`src/rtl/vfb_dma_pkg.sv`:
```
// Shared definitions for the frame-buffer DMA arbiter: FSM states, DDR command
// encodings and requester index helpers.
package vfb_dma_pkg;

    typedef enum logic [1:0] {
        ST_WAIT_INIT = 2'd0,
        ST_IDLE      = 2'd1,
        ST_GRANT     = 2'd2,
        ST_GAP       = 2'd3
    } arb_state_e;

    localparam logic REQ_WR = 1'b0;
    localparam logic REQ_RD = 1'b1;

    // Each channel owns an adjacent write/read requester pair.
    function automatic int wr_idx(input int ch);
        return 2 * ch;
    endfunction

    function automatic int rd_idx(input int ch);
        return 2 * ch + 1;
    endfunction

    function automatic int next_idx(input int idx, input int nreq);
        return (idx >= nreq - 1) ? 0 : idx + 1;
    endfunction

endpackage

```
`src/rtl/vfb_rr_pick.sv`:
```
// Combinational round-robin pick: first set request at or after ptr, wrapping,
// returned both one-hot and as an index.
module vfb_rr_pick #(
    parameter int NREQ  = 4,
    parameter int IDX_W = 2
) (
    input  logic [NREQ-1:0]  req,
    input  logic [IDX_W-1:0] ptr,
    output logic [NREQ-1:0]  pick,
    output logic [IDX_W-1:0] pick_idx
);

    logic [NREQ-1:0]  req_rot;
    logic [IDX_W-1:0] rot_idx;

    // NOTE: every variable gets a default before any conditional assignment so
    // no path leaves it unassigned and no latch is inferred.
    always_comb begin
        req_rot  = '0;
        rot_idx  = '0;
        pick     = '0;
        pick_idx = '0;
        for (int i = 0; i < NREQ; i++) begin
            req_rot[i] = req[(int'(ptr) + i) % NREQ];
        end
        // Scanning downward leaves the lowest rotated hit, i.e. closest to ptr.
        for (int i = NREQ - 1; i >= 0; i--) begin
            if (req_rot[i]) begin
                rot_idx = IDX_W'(i);
            end
        end
        if (|req) begin
            pick_idx = IDX_W'((int'(rot_idx) + int'(ptr)) % NREQ);
            pick     = NREQ'(1) << pick_idx;
        end
    end

endmodule

```
`src/rtl/vfb_dma_rr_arbiter.sv`:
```
// Round-robin arbiter sharing one DDR user port between the write and read
// DMA requesters of NUM_CH frame-buffer channels.
module vfb_dma_rr_arbiter
    import vfb_dma_pkg::*;
#(
    parameter int NUM_CH         = 2,
    parameter int ADDR_WIDTH     = 26,
    parameter int DATA_WIDTH     = 64,
    parameter int MASK_WIDTH     = 8,
    parameter int TIMEOUT_CYCLES = 4096
) (
    input  logic                             clk,
    input  logic                             rst_n,
    input  logic                             init_done,
    input  logic [2*NUM_CH-1:0]              rq_req,
    input  logic [2*NUM_CH-1:0]              rq_end,
    output logic [2*NUM_CH-1:0]              rq_grant,
    input  logic [2*NUM_CH-1:0]              rq_cmd,
    input  logic [2*NUM_CH-1:0]              rq_cmd_en,
    input  logic [2*NUM_CH*ADDR_WIDTH-1:0]   rq_addr,
    input  logic [2*NUM_CH*DATA_WIDTH-1:0]   rq_wr_data,
    input  logic [2*NUM_CH*MASK_WIDTH-1:0]   rq_data_mask,
    output logic [2*NUM_CH-1:0]              rq_rd_valid,
    output logic [DATA_WIDTH-1:0]            rq_rd_data,
    output logic                             cmd,
    output logic                             cmd_en,
    output logic [ADDR_WIDTH-1:0]            addr,
    output logic [DATA_WIDTH-1:0]            wr_data,
    output logic [MASK_WIDTH-1:0]            data_mask,
    input  logic                             rd_data_valid,
    input  logic [DATA_WIDTH-1:0]            rd_data,
    output logic                             err_timeout,
    output logic                             err_orphan
);

    localparam int NREQ  = 2 * NUM_CH;
    localparam int IDX_W = $clog2(NREQ);
    localparam int CNT_W = (TIMEOUT_CYCLES > 1) ? $clog2(TIMEOUT_CYCLES) : 1;
    localparam logic [CNT_W-1:0] CNT_LAST = CNT_W'(TIMEOUT_CYCLES - 1);

    arb_state_e       state_q, state_d;
    logic [NREQ-1:0]  grant_q, grant_d;
    logic [IDX_W-1:0] owner_q, owner_d;
    logic [IDX_W-1:0] ptr_q, ptr_d;
    logic [CNT_W-1:0] cnt_q, cnt_d;
    logic             err_timeout_q, err_timeout_d;
    logic             err_orphan_q, err_orphan_d;
    logic [NREQ-1:0]  pick;
    logic [IDX_W-1:0] pick_idx;
    logic             owner_end;

    vfb_rr_pick #(
        .NREQ  (NREQ),
        .IDX_W (IDX_W)
    ) u_pick (
        .req      (rq_req),
        .ptr      (ptr_q),
        .pick     (pick),
        .pick_idx (pick_idx)
    );

    assign owner_end = rq_end[owner_q];

    always_comb begin
        state_d       = state_q;
        grant_d       = grant_q;
        owner_d       = owner_q;
        ptr_d         = ptr_q;
        cnt_d         = cnt_q;
        err_timeout_d = err_timeout_q;
        err_orphan_d  = err_orphan_q | (rd_data_valid && (state_q != ST_GRANT));

        if (!init_done) begin
            state_d = ST_WAIT_INIT;
            grant_d = '0;
            ptr_d   = '0;
        end else begin
            unique case (state_q)
                ST_WAIT_INIT: state_d = ST_IDLE;
                ST_IDLE: begin
                    if (|rq_req) begin
                        grant_d = pick;
                        owner_d = pick_idx;
                        cnt_d   = '0;
                        state_d = ST_GRANT;
                    end
                end
                ST_GRANT: begin
                    cnt_d = cnt_q + CNT_W'(1);
                    // A real end wins over a coincident timeout: no error then.
                    if (owner_end || (cnt_q == CNT_LAST)) begin
                        grant_d = '0;
                        ptr_d   = IDX_W'(next_idx(int'(owner_q), NREQ));
                        state_d = ST_GAP;
                        if (!owner_end) begin
                            err_timeout_d = 1'b1;
                        end
                    end
                end
                ST_GAP:  state_d = ST_IDLE;
                default: state_d = ST_WAIT_INIT;
            endcase
        end
    end

    // NOTE: state registers use non-blocking assignments so every flop samples
    // the pre-edge value regardless of statement order.
    always_ff @(posedge clk or negedge rst_n) begin
        if (!rst_n) begin
            state_q       <= ST_WAIT_INIT;
            grant_q       <= '0;
            owner_q       <= '0;
            ptr_q         <= '0;
            cnt_q         <= '0;
            err_timeout_q <= 1'b0;
            err_orphan_q  <= 1'b0;
        end else begin
            state_q       <= state_d;
            grant_q       <= grant_d;
            owner_q       <= owner_d;
            ptr_q         <= ptr_d;
            cnt_q         <= cnt_d;
            err_timeout_q <= err_timeout_d;
            err_orphan_q  <= err_orphan_d;
        end
    end

    // Owner's command lanes pass straight through; everything is zero otherwise.
    always_comb begin
        cmd         = 1'b0;
        cmd_en      = 1'b0;
        addr        = '0;
        wr_data     = '0;
        data_mask   = '0;
        rq_rd_valid = '0;
        if (state_q == ST_GRANT) begin
            cmd                  = rq_cmd[owner_q];
            cmd_en               = rq_cmd_en[owner_q];
            addr                 = rq_addr[int'(owner_q)*ADDR_WIDTH +: ADDR_WIDTH];
            wr_data              = rq_wr_data[int'(owner_q)*DATA_WIDTH +: DATA_WIDTH];
            data_mask            = rq_data_mask[int'(owner_q)*MASK_WIDTH +: MASK_WIDTH];
            rq_rd_valid[owner_q] = rd_data_valid;
        end
    end

    assign rq_grant    = grant_q;
    assign rq_rd_data  = rd_data;
    assign err_timeout = err_timeout_q;
    assign err_orphan  = err_orphan_q;

endmodule
```
`config.mk`:
```
export PLATFORM = sky130hd
export DESIGN_NAME = vfb_dma_rr_arbiter
export DESIGN_NICKNAME = d
export VERILOG_FILES = /design/src/rtl/vfb_dma_pkg.sv /design/src/rtl/vfb_rr_pick.sv /design/src/rtl/vfb_dma_rr_arbiter.sv
export SDC_FILE = /design/constraint.sdc
export NUM_CORES = 1
export LEC_CHECK = 0
export BUFFER_PORTS_ARGS = -buffer_cell sky130_fd_sc_hd__buf_2
export CORE_AREA = 5 5 251 253
export CTS_BUF_LIST = sky130_fd_sc_hd__clkbuf_4 sky130_fd_sc_hd__clkbuf_8
export CTS_CLUSTER_SIZE = 14
export DETAILED_ROUTE_END_ITERATION = 10
export DIE_AREA = 0 0 256 258
export PLACE_DENSITY = 0.35
export SLEW_MARGIN = 20
export SYNTH_ARGS = -nofsm -noshare
export SYNTH_HDL_FRONTEND = slang
export SYNTH_SLANG_ARGS = --single-unit
```
`constraint.sdc`:
```
create_clock -name clk -period 2.6 [get_ports clk]
set_input_delay 0.26 -clock clk [delete_from_list [all_inputs] [get_ports clk]]
set_output_delay 0.26 -clock clk [all_outputs]
set_load 0.005 [all_outputs]
```
# After elaboration in Yosys (flattened, before gate mapping)
# Cells that the tools add are included.
dict set report totals {
  ff_bits 24
  elab_cells 101
  in_bits 476
}
dict set report op_classes {
  add_sub_neg 6
  n_lt_le_gt_ge 7
  n_shift 4
  n_reduce_logical 16
  n_mul 1
  muxes 43
  n_bitwise 6
  n_eq_ne 11
}
# operator count
set op_table {}
lappend op_table {{indexed part select 256 x 9 -> 64 bit} 1}
lappend op_table {{indexed part select 104 x 8 -> 26 bit} 1}
lappend op_table {{2-to-1 mux 64 bit} 1}
lappend op_table {{indexed part select 32 x 6 -> 8 bit} 1}
lappend op_table {{2-to-1 mux 26 bit} 1}
lappend op_table {{one-hot mux 12 bit (2 select lines)} 1}
lappend op_table {{2-to-1 mux 2 bit} 11}
lappend op_table {{2-to-1 mux 4 bit} 4}
lappend op_table {{binary-select mux 1 bit (select 2 bit)} 7}
lappend op_table {{2-to-1 mux 1 bit} 13}
lappend op_table {{adder 12 x 1 -> 12 bit (second input constant)} 1}
lappend op_table {{equality test 12 bit (second input constant)} 1}
lappend op_table {{< comparator 3 x 4 -> 1 bit (second input constant)} 3}
lappend op_table {{2-to-1 mux 12 bit} 1}
lappend op_table {{AND reduction 3 bit} 3}
lappend op_table {{2-to-1 mux 8 bit} 1}
lappend op_table {{one-hot mux 4 bit (2 select lines)} 1}
lappend op_table {{OR reduction 2 bit} 4}
lappend op_table {{< comparator 2 x 3 -> 1 bit (second input constant)} 2}
lappend op_table {{multiplier 2 x 4 -> 6 bit (second input constant)} 1}
lappend op_table {{inequality test 3 bit (second input constant)} 2}
lappend op_table {{one-hot mux 2 bit (3 select lines)} 1}
lappend op_table {{adder 2 x 1 -> 2 bit (second input constant)} 2}
lappend op_table {{adder 2 bit (second input constant)} 2}
lappend op_table {{other kinds (21)} 28}

# Logic depth before layout (Yosys ltp)
# Gate-level depths: netlist of run 1.
dict set report logic_depth {
  ltp_word 15
  depth_mapped 10
  mapped_depth_nobuf 9
}

# Modules after synthesis
# Synthesis of run 1 repeated with hierarchy kept, for this count alone.
dict set report unflattened {
  cells_unflattened 468
  hier_area_um2 5107.4
}
# mod instances area_per_inst_um2 seq_area_each_um2 cells_each
set modules_own_cells {}
lappend modules_own_cells {vfb_dma_rr_arbiter 1 4817.1 600.6 432}
lappend modules_own_cells {vfb_rr_pick 1 290.3 0.0 36}

# Worst setup path before layout of run 1
# Ideal clock, no wire load.
dict set report synth_path {
  path_type {reg-to-reg}
  from {register ptr_q[1]}
  to {register grant_q[1], in the netlist rq_grant[1]}
  path_buffers 1
  required_ns 2.531
  slack_ns 0.518
  arrival_time_ns 2.013
  synth_period_minus_slack_ns 2.082
  stages_incl_launch_ff 11
  path_cell_list {dfrtp_1 -> clkbuf_1 -> nand2_1 -> a21oi_1 -> o2bb2ai_1 -> o21a_1 -> ha_1 -> xnor2_1 -> nand2_1 -> or4_1 -> nand3_1}
}
dict set report synth_between {
  elab_chain_cells 13
  word_cells_on_any_way 23
}
# item line_no
set synth_lines {}
lappend synth_lines {{start, declared} vfb_dma_rr_arbiter.sv:44} ;# logic [IDX_W-1:0] ptr_q, ptr_d;
lappend synth_lines {{start signal, assigned} vfb_dma_rr_arbiter.sv:121} ;# ptr_q <= ptr_d;
lappend synth_lines {{adder 2 bit} vfb_rr_pick.sv:24} ;# req_rot[i] = req[(int'(ptr) + i) % NREQ];
lappend synth_lines {{binary-select mux 1 bit (select 2 bit)} vfb_rr_pick.sv:24}
lappend synth_lines {{2-to-1 mux 1 bit (implied by the code) (2 in a row)} vfb_rr_pick.sv:24}
lappend synth_lines {{2-to-1 mux 2 bit (4 in a row)} vfb_rr_pick.sv:28} ;# if (req_rot[i]) begin
lappend synth_lines {{adder 2 bit (*)} vfb_rr_pick.sv:33} ;# pick_idx = IDX_W'((int'(rot_idx) + int'(ptr)) % NREQ);
lappend synth_lines {{left shift 1 x 2 -> 4 bit (*)} vfb_rr_pick.sv:34} ;# pick = NREQ'(1) << pick_idx;
lappend synth_lines {{2-to-1 mux 4 bit (*)} vfb_dma_rr_arbiter.sv:81} ;# if (|rq_req) begin
lappend synth_lines {{one-hot mux 4 bit (2 select lines) (*)} vfb_dma_rr_arbiter.sv:78} ;# unique case (state_q)
lappend synth_lines {{2-to-1 mux 4 bit (*)} vfb_dma_rr_arbiter.sv:73} ;# if (!init_done) begin
lappend synth_lines {{end signal, assigned} vfb_dma_rr_arbiter.sv:119} ;# grant_q <= grant_d;
lappend synth_lines {{end, declared} vfb_dma_rr_arbiter.sv:42} ;# logic [NREQ-1:0] grant_q, grant_d;
# Mark *: on every way between the ends. The rest lies on a longest branch, timed or not. The select of a mux whose other input is x is not followed.
# A chain may end at the register's enable or synchronous reset.

# Final worst setup path of run 1
dict set report layout_path {
  from {register owner_q[0]}
  to {output port wr_data[14]}
}
dict set report layout_between {
  elab_chain_cells 2
}
# item line_no
set layout_lines {}
lappend layout_lines {{start, declared} vfb_dma_rr_arbiter.sv:43} ;# logic [IDX_W-1:0] owner_q, owner_d;
lappend layout_lines {{start signal, assigned} vfb_dma_rr_arbiter.sv:120} ;# owner_q <= owner_d;
lappend layout_lines {{indexed part select 256 x 9 -> 64 bit} vfb_dma_rr_arbiter.sv:140} ;# wr_data = rq_wr_data[int'(owner_q)*DATA_WIDTH +: DATA_WIDTH];
lappend layout_lines {{2-to-1 mux 64 bit} vfb_dma_rr_arbiter.sv:136} ;# if (state_q == ST_GRANT) begin
lappend layout_lines {{end, declared} vfb_dma_rr_arbiter.sv:28} ;# output logic [DATA_WIDTH-1:0] wr_data,
# No other way between the ends.

==> results of run 1 <==
-- routing by layer --
metal  up-vias  GRT usage, %  share of wire (%)
met3        34          2.61                6.9
li1       2684             -                  -
met2       341          17.6                 54
met4         4         0.900                1.6
met5         -             0              0.065
met1      2982          10.2                 38
-- final timing paths --
| check | start | endpoint | cells after the start |
|---|---|---|---|
| max | owner_q[0]$_DFFE_PN0P_ | wr_data[14] | 5 |
| min | rst_n | cnt_q[10]$_DFFE_PN0P_ | 1 |
| max reg2reg | ptr_q[1]$_DFFE_PN0P_ | rq_grant[1]$_DFFE_PN0P_ | 9 |
| min reg2reg | err_orphan$_DFF_PN0_ | err_orphan$_DFF_PN0_ | 1 |
| max in group asynchronous | rst_n | owner_q[1]$_DFFE_PN0P_ | 1 |
| min in group clk | rd_data_valid | err_orphan$_DFF_PN0_ | 2 |
-- sequential cells by signal (all words and copies together), names as in the netlist --
signal       cells
cnt_q           12
err_orphan       1
err_timeout      1
owner_q          2
ptr_q            2
rq_grant         4
state_q          2
-- cell type report --
class / instances / area [sq um] / area share [%]
multi-input combinational: 341 / 3900 / 46.2
timing repair buffer: 542 / 2840 / 33.6
antenna: 4 / 10.0 / 0.118
tap: 790 / 988 / 11.7
inverter: 8 / 30.0 / 0.355
clock inverter: 1 / 30.0 / 0.355
clock buffer: 3 / 41.3 / 0.489
sequential: 24 / 608 / 7.20
-- stage by stage --
stage          setup WS (ps)  total power (uW)  hold WS, ps
4_1_cts                  219              5530         13.9
3_5_place_dp             331              5070          326
5_1_grt                  177              5810         27.1
2_1_floorplan            518              3350        -35.6
6_report                 289              5350        -13.6
3_3_place_gp             303              5080          322
-- power groups by stage --
stage | registers [uW] | logic [uW] | clock network, uW
6_report | 525 | 4470 | 355
5_1_grt | 537 | 4900 | 381
4_1_cts | 533 | 4630 | 365
3_5_place_dp | 595 | 4470 | 0
3_3_place_gp | 594 | 4490 | 0
2_1_floorplan | 474 | 2870 | 0
-- cells by family after synthesis --
logic type / count (synthesis)
AO/OA/AOI/OAI: 54
flip-flops: 24
buffers and inverters: 116
AND/OR/NAND/NOR: 174
adder cells (fa/ha/maj): 8
multiplexers: 103
XOR/XNOR: 2
-- cells in the final DEF, fill, tap and decap left out, types with 8 or more instances in the layout --
cell type	Yosys	final
dfrtp_1	24	22
and2_1	103	103
nand3_1	11	11
inv_1	8	8
buf_4	64	15
nand2_1	16	16
mux4_2	101	101
buf_2	13	521
==> impl_metrics.csv, run 1 <==
group,metric,value,unit
sta,final_hold_viol_count,24,
flow_run,maxCapViolations,0,
pwr,pwr-share-comb,83.6,%
clock_tree,cts-root-buf,"clkbuf_8",
critical_path,start_kind,"register",
grt,grt_pass1_wl,45700,microns
synth,synthFlopType,"dfrtp_1",
pwr,p_leak,0.00393,uW
critical_path,crit_buf_inv,3,
grt,grt_overflow_total,0,
pwr,vdd_drop_max,392,uV
clock_tree,clkSinkCount,24,
synth,synth_edf_count,0,
cells_and_area,finalNetCount,1404,
sta,worst_slew_pin_slew,620,ps
die,io_pins,650,
synth,synth_top_family_by_area,"multiplexers",
critical_path,critPathMaxStageDelay,560,ps
placed_design,place_area,8330,sq um
detailed_routing,postRouteAntennaNets,0,
grt,grt_use_total,9.10,%
sta,post-route-period-util,88.9,%
synth,ys_warn_count,0,
clock_tree,hold_buffers,0,
synth,yosysTopAreaCell,"mux4_2",
critical_path,crit_family,"multiplexers",
critical_path,crit_path_frequent_cell,"buf_12",
die,rows,91,
sta,tns,0,ps
synth,seq_area_frac_synth,11.5,%
grt,antenna_found_initial,9,
synth,yosysUniqueCellTypes,55,
run_status,status,"finished with violations",
pwr,p_int,3020,uW
synth,syn_area,5210,sq um
sta,clock_skew,2.51,ps
placed_design,dp.cells,1701,
critical_path,slowest_stage,"mux4_2",
cells_and_area,finalInstanceArea,8450,sq um
pwr,p_sw_share,43.5,%
sta,rsz0062_at_grt,"no",
cells_and_area,final_util,13.9,%
synth,synth_area_per_cell,10.8,sq um
synth,ys_seq_elements,24,
detailed_routing,detail_route.iter0.violations,291,
synth,synth.mux.area_fraction,44.1,%
synth,yosysMostFrequentCell,"and2_1",
detailed_routing,routed_wl,32200,microns
placed_design,port_buffers,521,
sta,clock.fmax,0.433,GHz
detailed_routing,num_vias,6045,
detailed_routing,remaining_drc_errors,0,
critical_path,path_cells,"buf_12, buf_12, mux4_2, and2_1, buf_2",
critical_path,crit_fanout,18,
clock_tree,cts_setup_buffers,4,
detailed_routing,wl_per_cell,18.8,microns
critical_path,cp.arrival,2050,ps
placed_design,gp_congestion,0.832,
synth,synth.top_cell.area_share,43.6,%
critical_path,path_class,"reg2out",
die,die_area,66000,sq um
cells_and_area,syn2layout_area_growth,62.1,%
die,dieHeight,258,microns
synth,yosys.area_share.simple,19.8,%
synth,synth_common_cells,"and2_1, mux4_2, buf_4, dfrtp_1, clkbuf_1",
sta,setup_viol,0,
synth,synthTopCellsByArea,"mux4_2, and2_1, dfrtp_1",
clock_tree,cts_resized,0,
clock_tree,htree_num_levels,1,
die,coreArea,60800,sq um
pwr,seqPwrFrac,9.8,%
clock_tree,clk_latency,280,ps
sta,maxSlewHeadroom,58.3,%
synth,netlist_instances,481,
synth,synth_xor_area_share,0.336,%
pwr,p_sw,2330,uW
pwr,p_per_area,634,nW/um^2
synth,synth_compound_area_share,8.45,%
synth,async_flop_share,100,%
placed_design,hpwl,27800,microns
synth,synth_nets,965,
clock_tree,tritoncts,"yes",
grt,grt_pass1_vias,6535,
critical_path,cp.required,2340,ps
sta,slew_viol_final,0,
critical_path,cp-end-kind,"output port",
cells_and_area,final_cells,1713,
cells_and_area,fillers,6995,
grt,grt_max_degree,72,
sta,finalCriticalPeriod,2310,ps
clock_tree,cts_inserted_buffers,3,
cells_and_area,drive_above_1_share,72.1,%
worst_hold_path,hold_path_class,"in2async",
clock_tree,clk_path_buf_depth,2,
clock_tree,cts.clk_slew.worst_paths,100,ps
detailed_routing,first_pass_iters,6,
sta,hold_slack,-13.6,ps
run_status,violations,"hold timing",
die,start_util,8.58,%
critical_path,r2r_slack,400,ps
detailed_routing,routed_via_density,3.53,
synth,synth-adder-area-share,1.92,%
die,die-width,256,microns
pwr,clkPwrFrac,6.6,%
No activity file was read; power rests on OpenSTA's default activity.
==> run 2, diff against run 1 <==
HOLD_SLACK_MARGIN = 0.06   (was default)
==> impl_metrics.csv, run 2 (synthesized netlist as in run 1, its figures left out) <==
group,metric,value,unit
run_status,status,"completed",
clock_tree,clk_path_buf_depth,2,
detailed_routing,detail_route.iter0.violations,322,
critical_path,cp.required,2340,ps
grt,grt_max_degree,72,
sta,clock_skew,2.41,ps
sta,setup_viol,0,
sta,setup_ws,287,ps
cells_and_area,fillers,6995,
detailed_routing,postRouteAntennaNets,0,
cells_and_area,syn2layout_area_growth,62.3,%
clock_tree,cts-root-buf,"clkbuf_8",
sta,rsz0062_at_grt,"no",
critical_path,crit_family,"multiplexers",
flow_run,maxCapViolations,0,
sta,hold_slack,279,ps
clock_tree,cts_resized,0,
critical_path,cp.arrival,2050,ps
clock_tree,cts_inserted_buffers,3,
sta,maxSlewHeadroom,57.8,%
critical_path,crit_fanout,31,
sta,slew_viol_final,0,
cells_and_area,drive_above_1_share,72.1,%
cells_and_area,final_cell_mix,"buf_2, and2_1, mux4_2",
pwr,power,5360,uW
die,start_util,8.58,%
grt,grt_pass1_vias,6536,
detailed_routing,routed_wl,32200,microns
critical_path,r2r_slack,390,ps
clock_tree,tritoncts,"yes",
detailed_routing,routed_via_density,3.52,
grt,grt_use_total,9.10,%
die,io_pins,650,
clock_tree,clk_latency,280,ps
critical_path,crit_buf_inv,2,
cells_and_area,regArea,608,sq um
placed_design,port_buffers,521,
pwr,p_per_area,633,nW/um^2
clock_tree,htree_num_levels,1,
critical_path,slowest_stage,"mux4_2",
sta,clock.fmax,0.432,GHz
sta,worst_slew_pin_slew,634,ps
clock_tree,cts.clk_slew.worst_paths,100,ps
cells_and_area,finalNetCount,1405,
clock_tree,clkSinkCount,24,
cells_and_area,top_register,"cnt_q",
sta,post-route-period-util,88.9,%
sta,finalCriticalPeriod,2310,ps
grt,antenna_found_initial,8,
die,coreArea,60800,sq um
detailed_routing,wl_per_cell,18.8,microns
die,die-width,256,microns
cells_and_area,finalInstanceArea,8460,sq um
detailed_routing,first_pass_iters,4,
placed_design,place_area,8330,sq um
placed_design,place_ws,331,ps
critical_path,cp-end-kind,"output port",
critical_path,start_kind,"register",
cells_and_area,largest_reg_flops,12,
sta,tns,0,ps
sta,final_hold_viol_count,0,
detailed_routing,remaining_drc_errors,0,
critical_path,path_class,"reg2out",
pwr,vdd_drop_max,392,uV
die,die_area,66000,sq um
detailed_routing,num_vias,6033,
grt,grt_overflow_total,0,
pwr,p_leak,0.00394,uW
cells_and_area,layout_commonest_cell,"buf_2",
die,dieHeight,258,microns
cells_and_area,multiInputGateArea,3900,sq um
grt,grt_pass1_wl,45700,microns
critical_path,critPathMaxStageDelay,620,ps
critical_path,path_cells,"buf_12, mux4_2, and2_1, buf_2",
placed_design,gp_congestion,0.832,
die,rows,91,
placed_design,hpwl,27800,microns
worst_hold_path,hold_path_class,"in2reg",
## run 2: cell count changes in the layout (fill, tap and decap cells not counted)
cell | previous run | this run
dlygate4sd3_1 | 0 | 1
## run 2: routing by layer
metal  global-route usage (%)  wire (microns)
met5                        0              13
met4                    0.900             516
met3                     2.54            2160
met2                     17.6           17300
met1                     10.3           12200
## run 2: report_power, final
group / switching, uW / total, uW / internal [uW]
sequential: 90.0 / 525 / 435
combinational: 2090 / 4480 / 2380
clock: 149 / 355 / 206
total: 2330 / 5360 / 3020
## run 2: what timing repair did
item,4_1_cts,5_1_grt
hold endpoints to repair,24,0
endpoints found under the setup margin,1,0
hold buffers,1,0
setup buffers,4,0
## run 2: worst paths after layout
path / start / endpoint / depth (start not counted)
max: owner_q[0]$_DFFE_PN0P_ / wr_data[56] / 4
max reg2reg: ptr_q[1]$_DFFE_PN0P_ / rq_grant[1]$_DFFE_PN0P_ / 9
min: rd_data_valid / err_orphan$_DFF_PN0_ / 2
min reg2reg: err_orphan$_DFF_PN0_ / err_orphan$_DFF_PN0_ / 1
min in group asynchronous: rst_n / cnt_q[10]$_DFFE_PN0P_ / 2
max in group asynchronous: rst_n / owner_q[1]$_DFFE_PN0P_ / 2
## run 2: layout make-up
cell class	count	share of cell area (%)
Multi-Input combinational cell	341	46.1
Timing Repair Buffer	543	33.7
Tap cell	790	11.7
Sequential cell	24	7.19
Clock buffer	3	0.488
Clock inverter	1	0.355
Inverter	8	0.355
Antenna cell	4	0.118
## run 2: per-stage QoR
| stage | std cells | util (%) |
|---|---|---|
| final | 1714 | 13.9 |
| after global routing | 1711 | 13.9 |
| after CTS | 1710 | 13.9 |
| after detailed placement | 1701 | 13.7 |
| after global placement | 1701 | 13.7 |
| after floorplan | 481 | - |
==> run 3, diff against run 2 <==
CORE_AREA = 5 5 248 250   (was 5 5 251 253)
DIE_AREA = 0 0 253 255   (was 0 0 256 258)
PLACE_DENSITY = 0.36   (was 0.35)
clock period = 1.9 ns   (was 2.6 ns; I/O delays follow)
==> impl_metrics.csv, run 3 (synthesized netlist as in run 1, its figures left out) <==
group,metric,value,unit
grt,antenna_found_initial,11,
placed_design,port_buffers,521,
pwr,p_per_area,986,nW/um^2
cells_and_area,largest_reg_flops,12,
worst_hold_path,hold_path_class,"in2reg",
clock_tree,htree_num_levels,1,
clock_tree,cts.clk_slew.worst_paths,100,ps
clock_tree,cts-root-buf,"clkbuf_8",
detailed_routing,num_vias,6400,
die,rows,89,
cells_and_area,regArea,608,sq um
critical_path,cp.required,1710,ps
sta,worst_slew_pin_slew,741,ps
sta,finalCriticalPeriod,2190,ps
detailed_routing,wl_per_cell,20.7,microns
placed_design,gp_congestion,0.863,
critical_path,cp-end-kind,"output port",
die,die_area,64500,sq um
cells_and_area,multiInputGateArea,4170,sq um
clock_tree,clkSinkCount,24,
sta,maxSlewHeadroom,50.1,%
sta,clock.fmax,0.457,GHz
detailed_routing,postRouteAntennaNets,0,
clock_tree,cts_inserted_buffers,3,
grt,grt_max_degree,37,
sta,final_hold_viol_count,0,
critical_path,start_kind,"register",
clock_tree,clk_latency,280,ps
cells_and_area,top_register,"cnt_q",
sta,hold_slack,247,ps
sta,post-route-period-util,115,%
cells_and_area,layout_commonest_cell,"buf_2",
grt,grt_use_total,10.2,%
die,dieHeight,255,microns
cells_and_area,syn2layout_area_growth,88.8,%
run_status,violations,"setup timing",
sta,rsz0062_at_grt,"yes",
cells_and_area,fillers,6661,
critical_path,crit_fanout,5,
detailed_routing,first_pass_iters,4,
critical_path,path_class,"reg2out",
cells_and_area,final_cell_mix,"buf_2, mux4_2, buf_6",
run_status,status,"finished with violations",
grt,grt_pass1_wl,48700,microns
die,die-width,253,microns
critical_path,cp.arrival,2000,ps
placed_design,place_area,8730,sq um
sta,setup_ws,-288,ps
die,coreArea,58800,sq um
sta,clock_skew,3.04,ps
die,start_util,8.87,%
detailed_routing,routed_wl,36300,microns
sta,setup_viol,108,
pwr,p_leak,0.00447,uW
detailed_routing,detail_route.iter0.violations,251,
grt,grt_overflow_total,0,
pwr,vdd_drop_max,367,uV
detailed_routing,routed_via_density,3.66,
placed_design,hpwl,30600,microns
cells_and_area,drive_above_1_share,82.7,%
cells_and_area,finalInstanceArea,9840,sq um
grt,grt_pass1_vias,6999,
clock_tree,tritoncts,"yes",
clock_tree,clk_path_buf_depth,2,
detailed_routing,remaining_drc_errors,0,
sta,slew_viol_final,0,
pwr,power,9710,uW
cells_and_area,finalNetCount,1461,
die,io_pins,650,
flow_run,maxCapViolations,0,
-- run 3: changes by cell type in the layout (fill, tap and decap cells not counted), moves of 8 or more --
cell	before	now
buf_6	0	71
and2_1	103	34
and2_4	0	68
buf_2	521	456
buf_4	15	46
buf_16	0	8
-- run 3: layer usage --
metal / routed length [microns] / part of all wire (%) / GRT usage (%)
met3: 3430 / 9.4 / 3.19
met4: 1290 / 3.5 / 3.33
met5: 28 / 0.077 / 0
met1: 14100 / 39 / 12.3
met2: 17500 / 48 / 17.6
-- run 3: worst max-delay path: stages (launching register included) --
cell and delay (ps):
dfrtp_4 530, buf_12 160, buf_12 130, buf_16 130, mux4_2 450, and2_4 180, buf_6 110
-- run 3: power breakdown --
group          switching (uW)  total [uW]  internal [uW]
registers                 107         703            596
clock network             204         487            283
logic                    3540        8520           4980
total                    3850        9710           5860
-- run 3: repair_timing --
action,in CTS,in global routing
resized for setup,101,79
hold buffers,1,0
cloned,5,2
buffers inserted,6,3
endpoints found under the setup margin,109,117
endpoints found under the hold margin,24,0
pin swaps,47,15
-- run 3: through the flow --
stage | cells | setup slack [ps] | utilization (%) | setup TNS (ps)
2_1_floorplan | 481 | -35.2 | - | -2120
3_3_place_gp | 1728 | -207 | 14.8 | -743
3_5_place_dp | 1728 | -46.4 | 14.8 | -313
4_1_cts | 1744 | -317 | 16.0 | -26120
5_1_grt | 1751 | -346 | 16.7 | -29870
6_report | 1751 | -288 | 16.7 | -22890
-- run 3: final timing paths --
check / end / slack [ps] / from / cells after the start
max: addr[9] / -290 / owner_q[0]$_DFFE_PN0P_ / 6
min: err_orphan$_DFF_PN0_ / 250 / rd_data_valid / 2
max reg2reg: rq_grant[3]$_DFFE_PN0P_ / -90 / owner_q[0]$_DFFE_PN0P_ / 7
min reg2reg: err_orphan$_DFF_PN0_ / 470 / err_orphan$_DFF_PN0_ / 1
max in group asynchronous: owner_q[1]$_DFFE_PN0P_ / 980 / rst_n / 2
min in group asynchronous: cnt_q[6]$_DFFE_PN0P_ / 460 / rst_n / 2
-- run 3: final cells by class --
class,instances,share of cell area [%]
Antenna cell,2,0.0509
Tap cell,773,9.83
Inverter,8,0.305
Multi-Input combinational cell,341,42.3
Timing Repair Buffer,599,40.6
Clock buffer,3,0.420
Sequential cell,24,6.18
Clock inverter,1,0.305
